File: src/rtl/inst_fetch_unit.sv
// Instruction fetch stage: owns the program counter, fetches 8-bit instructions over a
// req/ack handshake and holds each one for the control unit until it is consumed.
module inst_fetch_unit #(
    parameter int                     PC_WIDTH = 8,
    parameter logic [PC_WIDTH-1:0]    RESET_PC = {PC_WIDTH{1'b0}},
    parameter int                     TIMEOUT  = 16
) (
    input  logic                  clk,
    input  logic                  reset,
    input  logic                  stall,
    input  logic                  pc_load,
    input  logic [PC_WIDTH-1:0]   pc_load_val,
    output logic                  imem_req,
    output logic [PC_WIDTH-1:0]   imem_addr,
    input  logic [7:0]            imem_rdata,
    input  logic                  imem_ack,
    output logic [7:0]            inst,
    output logic                  inst_valid,
    output logic [PC_WIDTH-1:0]   inst_pc,
    output logic                  fetch_err
);

    localparam int                CW       = (TIMEOUT <= 2) ? 1 : $clog2(TIMEOUT);
    localparam logic [CW-1:0]     CNT_LAST = CW'(TIMEOUT - 1);
    localparam logic [CW-1:0]     CNT_ONE  = CW'(32'd1);
    localparam logic [PC_WIDTH-1:0] PC_ONE = PC_WIDTH'(32'd1);

    typedef enum logic [1:0] {
        S_REQ   = 2'd0,
        S_VALID = 2'd1,
        S_ERR   = 2'd2
    } state_t;

    state_t                state;
    state_t                state_next;
    logic [PC_WIDTH-1:0]   pc;
    logic [PC_WIDTH-1:0]   pc_next;
    logic [CW-1:0]         wait_cnt;
    logic [CW-1:0]         wait_cnt_next;
    logic [7:0]            inst_next;
    logic [PC_WIDTH-1:0]   inst_pc_next;

    // Next-state, PC, wait-counter and instruction-register update logic.
    always_comb begin
        state_next    = state;
        pc_next       = pc;
        wait_cnt_next = wait_cnt;
        inst_next     = inst;
        inst_pc_next  = inst_pc;
        case (state)
            S_REQ: begin
                // A redirect discards any data returned in the same cycle.
                if (pc_load) begin
                    pc_next       = pc_load_val;
                    wait_cnt_next = {CW{1'b0}};
                    state_next    = S_REQ;
                end else if (imem_ack) begin
                    inst_next     = imem_rdata;
                    inst_pc_next  = pc;
                    pc_next       = pc + PC_ONE;
                    wait_cnt_next = {CW{1'b0}};
                    state_next    = S_VALID;
                end else if (wait_cnt == CNT_LAST) begin
                    wait_cnt_next = {CW{1'b0}};
                    state_next    = S_ERR;
                end else begin
                    wait_cnt_next = wait_cnt + CNT_ONE;
                    state_next    = S_REQ;
                end
            end
            S_VALID: begin
                if (pc_load) begin
                    pc_next       = pc_load_val;
                    wait_cnt_next = {CW{1'b0}};
                    state_next    = S_REQ;
                end else if (!stall) begin
                    state_next    = S_REQ;
                end else begin
                    state_next    = S_VALID;
                end
            end
            S_ERR: begin
                wait_cnt_next = {CW{1'b0}};
                state_next    = S_ERR;
            end
            default: begin
                // Unreachable encoding: park in the error state so it is visible.
                wait_cnt_next = {CW{1'b0}};
                state_next    = S_ERR;
            end
        endcase
    end

    // State, datapath and registered status outputs.
    always_ff @(posedge clk) begin
        if (reset) begin
            state      <= S_REQ;
            pc         <= RESET_PC;
            wait_cnt   <= {CW{1'b0}};
            inst       <= 8'h00;
            inst_pc    <= {PC_WIDTH{1'b0}};
            imem_req   <= 1'b1;
            inst_valid <= 1'b0;
            fetch_err  <= 1'b0;
        end else begin
            state      <= state_next;
            pc         <= pc_next;
            wait_cnt   <= wait_cnt_next;
            inst       <= inst_next;
            inst_pc    <= inst_pc_next;
            imem_req   <= (state_next == S_REQ);
            inst_valid <= (state_next == S_VALID);
            fetch_err  <= (state_next == S_ERR);
        end
    end

    assign imem_addr = pc;

endmodule

File: config.mk
export PLATFORM = sky130hd
export DESIGN_NAME = inst_fetch_unit
export DESIGN_NICKNAME = d
export VERILOG_FILES = /design/src/rtl/inst_fetch_unit.sv
export SDC_FILE = /design/constraint.sdc
export NUM_CORES = 1
export LEC_CHECK = 0
export CAP_MARGIN = 30
export CORE_MARGIN = 4
export CORE_UTILIZATION = 48
export CTS_CLUSTER_SIZE = 25
export DETAILED_ROUTE_END_ITERATION = 7
export GPL_ROUTABILITY_DRIVEN = 0
export MAX_ROUTING_LAYER = met4
export PLACE_DENSITY = 0.94
export SYNTH_ARGS = -nofsm -noshare
export SYNTH_HDL_FRONTEND = slang
export SYNTH_SLANG_ARGS = --single-unit
File: constraint.sdc
create_clock -name clk -period 4.6 [get_ports clk]
set_input_delay 0.92 -clock clk [delete_from_list [all_inputs] [get_ports clk]]
set_output_delay 0.92 -clock clk [all_outputs]
set_load 0.02 [all_outputs]
* Yosys cells after proc, flatten, opt, wreduce, memory -nomap -nowiden
Cells that the tools add are included.
** Word-level totals
- Register bits :: 33
- Input bits :: 21
- Output and inout port bits :: 27
** Cells by class
- $add $sub $neg :: 2
- Equal/unequal tests :: 6
- Multiplexer cells :: 15
- Bitwise operators :: 1
- Reductions and logical operators :: 5
** Operators with widths (count)
- $mux 8 :: 3
- $mux 4 :: 4
- $pmux 8 s2 :: 1
- $add 8x1->8 const B :: 1
- $pmux 4 s2 :: 1
- $mux 2 :: 3
- $reduce_and 3->1 :: 2
- $add 4x1->4 const B :: 1
- $eq 2x1->1 const B :: 2
- $eq 4x4->1 const B :: 1
- $logic_not 2->1 :: 2
- $pmux 2 s2 :: 1
- $ne 3x3->1 const B :: 1
- $eq 2x2->1 const B :: 1
- $mux 1 :: 2
- $ne 2x2->1 const B :: 1
- $reduce_bool 2->1 :: 1
- $not 1->1 :: 1

* Longest topological paths before layout
- Depth in word-level cells :: 6
- Mapped depth :: 6
- Depth with buffers taken out :: 5

* Worst setup path before layout
OpenSTA, ideal clock, no wires.
- Kind :: in2reg
- Start point :: in imem_ack
- End point :: reg inst[0]
- Arrival time :: 1.780 ns
- Setup slack :: 2.688 ns
- Stages :: 6
- Buffers on the path :: 2
- Cells stage by stage :: nand2b_2 > or3_1 > clkbuf_1 > clkbuf_1 > nand2_1 > a21oi_1
** On the way
- Longest elaborated chain between the ends :: 1
** Ends and longest elaborated chain
- start, declared :: RTL line 16 : input logic imem_ack,
- $reduce_and 3->1 (no line)
- end signal, assigned :: RTL line 109 : inst <= inst_next;
- end, declared :: RTL line 17 : output logic [7:0] inst,
No other way between the ends.
A chain may end at the register's enable or synchronous reset.

* Worst setup path after layout
- Start point :: in imem_ack
- End point :: reg inst_pc[4]
** On the way
- Longest elaborated chain between the ends :: 1
** Ends and longest elaborated chain
- $reduce_and 3->1 (no line)
- end signal, assigned :: RTL line 101 : inst_pc <= {PC_WIDTH{1'b0}};
- end signal, assigned :: RTL line 110 : inst_pc <= inst_pc_next;
- end, declared :: RTL line 19 : output logic [PC_WIDTH-1:0] inst_pc,
No other way between the ends.

==> out/results.txt <==
die height: 62.1 um
status: completed
Finished Core Util: 70.5%
register area: 661 um^2
CTS sink count: 33
via count: 1388
Synth cell types: 33
power density cells: 325 nW/um^2
Sw Ratio: 25.2%
Hold Slack: 0.458 ns
DRC violations left: 0
Clock Skew: 0.00956 ns
mapped cell area: 1410 um^2
part of the power in registers: 48.7%
Seq/Total Area, Yosys: 47.0%
Post-Syn Instances: 176
Root Buffer Master: clkbuf_4
r2r endpoint: imem_addr[4]
R2R Setup Slk: 2.70 ns
Die X-Extent: 62.1 um
DR iter-0 viols: 54
CP startpoint kind: input pin
Top FF cell, synth: dfxtp_1
share of synthesized registers carrying an async set or reset: 0%
reg2reg start: state[0]
Initial Util: 50.6%
R2R cell count: 4
post_cts resized: 0
Slew HR: 35.5%
fill count: 208
CP Class: in -> reg
period utilization: 53.9%
Post-synth EDFFs: 0
hold path startpoint: inst_pc[2]
Post CTS Setup Buffer Count: 0
Final nets: 243
clock latency on the worst-skew pair: 0.34 ns
Hold EP: inst_pc[2]
core area: 2780 um^2
fin crit period: 2.48 ns
hold crit path type: reg -> reg
VDD IR max: 424 uV
yosys warns: 0
clk buf depth: 2
Critical Path AT: 2.75 ns
share of cells above drive strength 1: 4.98%
DP HPWL: 2470 um
CTS buffer count: 5
Seq cells post-synth: 33
RSZ-0062 raised after global routing: false
Routed wire per std cell: 13.8 um
Worst setup startpoint: imem_ack
Gate power share: 15.8%
Clk pwr share: 35.5%
clock slew at reported path FFs: 0.10 ns
overall routing resource usage: 19.6%
die area: 3860 um^2
DRT Wirelength: 3480 um
pin count of the biggest net entering global routing: 29
Maximum Capacitance Violations: 0
hold path cells: 2
# diodes: 0
setup TNS after final layout: 0 ns
Max Freq: 403 MHz
H-tree depth: 2
most frequent cells in the layout: 47 x clkdlybuf4s50_1, 37 x nand2_1, 33 x dfxtp_1
CTS tree: done
Pint: 0.478 mW
Routed Antenna Nets: 0
Hold Buf Count CTS: 0
Req. time, crit path: 4.87 ns
Static Leak: 0.707 nW
global-route wire length before repair: 6010 um
crit path max fanout: 16
GRT overflow: 0
routed vias/inst: 5.51
syn_nets: 199
Least-Margin Pin Slew: 0.962 ns
Buffers on Ports: 47
Ports: 48
max-slew violations: 0
Final Hold Fails: 0
vias in the first global route: 1286
Multi-input gate area: 673 um^2
Synth Area per Inst: 7.99 um^2
antenna violations before repair: 0
First-pass DRT Iterations: 4
Area Growth Syn to Fin: 39.5%
sw power: 0.161 mW
CP Capture Type: register
commonest non-fill, non-tap cell in the layout: clkdlybuf4s50_1
Final Setup Violations: 0
# rows: 19
final cells by class:
| type | count | share of cell area, % |
|---|---|---|
| sequential | 33 | 33.7 |
| multi-input combinational | 125 | 34.3 |
| timing repair buffer | 48 | 24.4 |
| tap | 31 | 1.98 |
| clock inverter | 1 | 1.53 |
| clock buffer | 7 | 2.81 |
| inverter | 7 | 1.34 |
worst max path at each step:
stage,to,cells after the start,slack (ns)
final,inst_pc[4],5,2.12
after global routing,imem_addr[4],5,1.97
after CTS,inst_pc[4],4,2.11
after detailed placement,inst_pc[4],4,1.75
after global placement,inst[1],5,1.87
after floorplan,inst[0],6,2.69
metrics by stage:
| step | worst slack, ns | instances | area [um^2] | total power [mW] |
|---|---|---|---|---|
| after floorplan | 2.69 | 176 | 1410 | 0.368 |
| after global placement | 1.87 | 244 | 1880 | 0.415 |
| after detailed placement | 1.75 | 244 | 1880 | 0.417 |
| after CTS | 2.11 | 252 | 1960 | 0.645 |
| after global routing | 1.97 | 252 | 1960 | 0.669 |
| final | 2.12 | 252 | 1960 | 0.638 |
power by group through the flow:
stage	combinational (mW)	sequential [mW]	clock [mW]
CTS	0.101	0.310	0.234
global placement	0.0987	0.316	0
detailed placement	0.100	0.317	0
finish	0.101	0.311	0.227
floorplan	0.0401	0.328	0
global route	0.109	0.313	0.247
routing by layer:
metal | wire length (um) | track usage (%) | part of all wire [%]
met3 | 221 | 6.85 | 6.3
met4 | 68 | 9.21 | 2.0
met5 | 0 | - | 0
met2 | 1610 | 28.5 | 46
met1 | 1580 | 24.0 | 45
registers in the layout, summed over array words and instances (netlist names):
| register | cells |
|---|---|
| imem_req | 1 |
| imem_addr | 8 |
| inst | 8 |
| fetch_err | 1 |
| inst_valid | 1 |
| inst_pc | 8 |
| wait_cnt | 4 |
| state | 2 |
logic make-up after synthesis:
kind of cell,after synthesis,share of synthesized area (%)
adders and majority gates,2,1.78
and+or+nand+nor,70,23.3
AOI/OAI and AO/OA,53,22.4
DFF,33,47.0
buffers and inverters,18,5.52
synth_stat cells (2+ instances only):
master | instances | area (um^2)
a21oi_1 | 30 | 150
a311oi_1 | 2 | 17.5
and3_1 | 3 | 18.8
buf_2 | 2 | 10.0
clkbuf_1 | 8 | 30.0
dfxtp_1 | 33 | 661
ha_1 | 2 | 25.0
inv_1 | 7 | 26.3
nand2_1 | 37 | 139
nand3_1 | 4 | 20.0
nor2_1 | 8 | 30.0
nor3_1 | 4 | 20.0
o21ai_0 | 8 | 40.0
o31a_1 | 3 | 26.3
o32ai_1 | 4 | 35.0
or3_1 | 4 | 25.0
critical path, stage by stage:
cell	delay (ns)
clkdlybuf4s50_1	0.63
nand2b_2	0.15
nor3_2	0.74
nand2_1	0.13
a21oi_1	0.17
No activity file was read; power rests on OpenSTA's default activity.
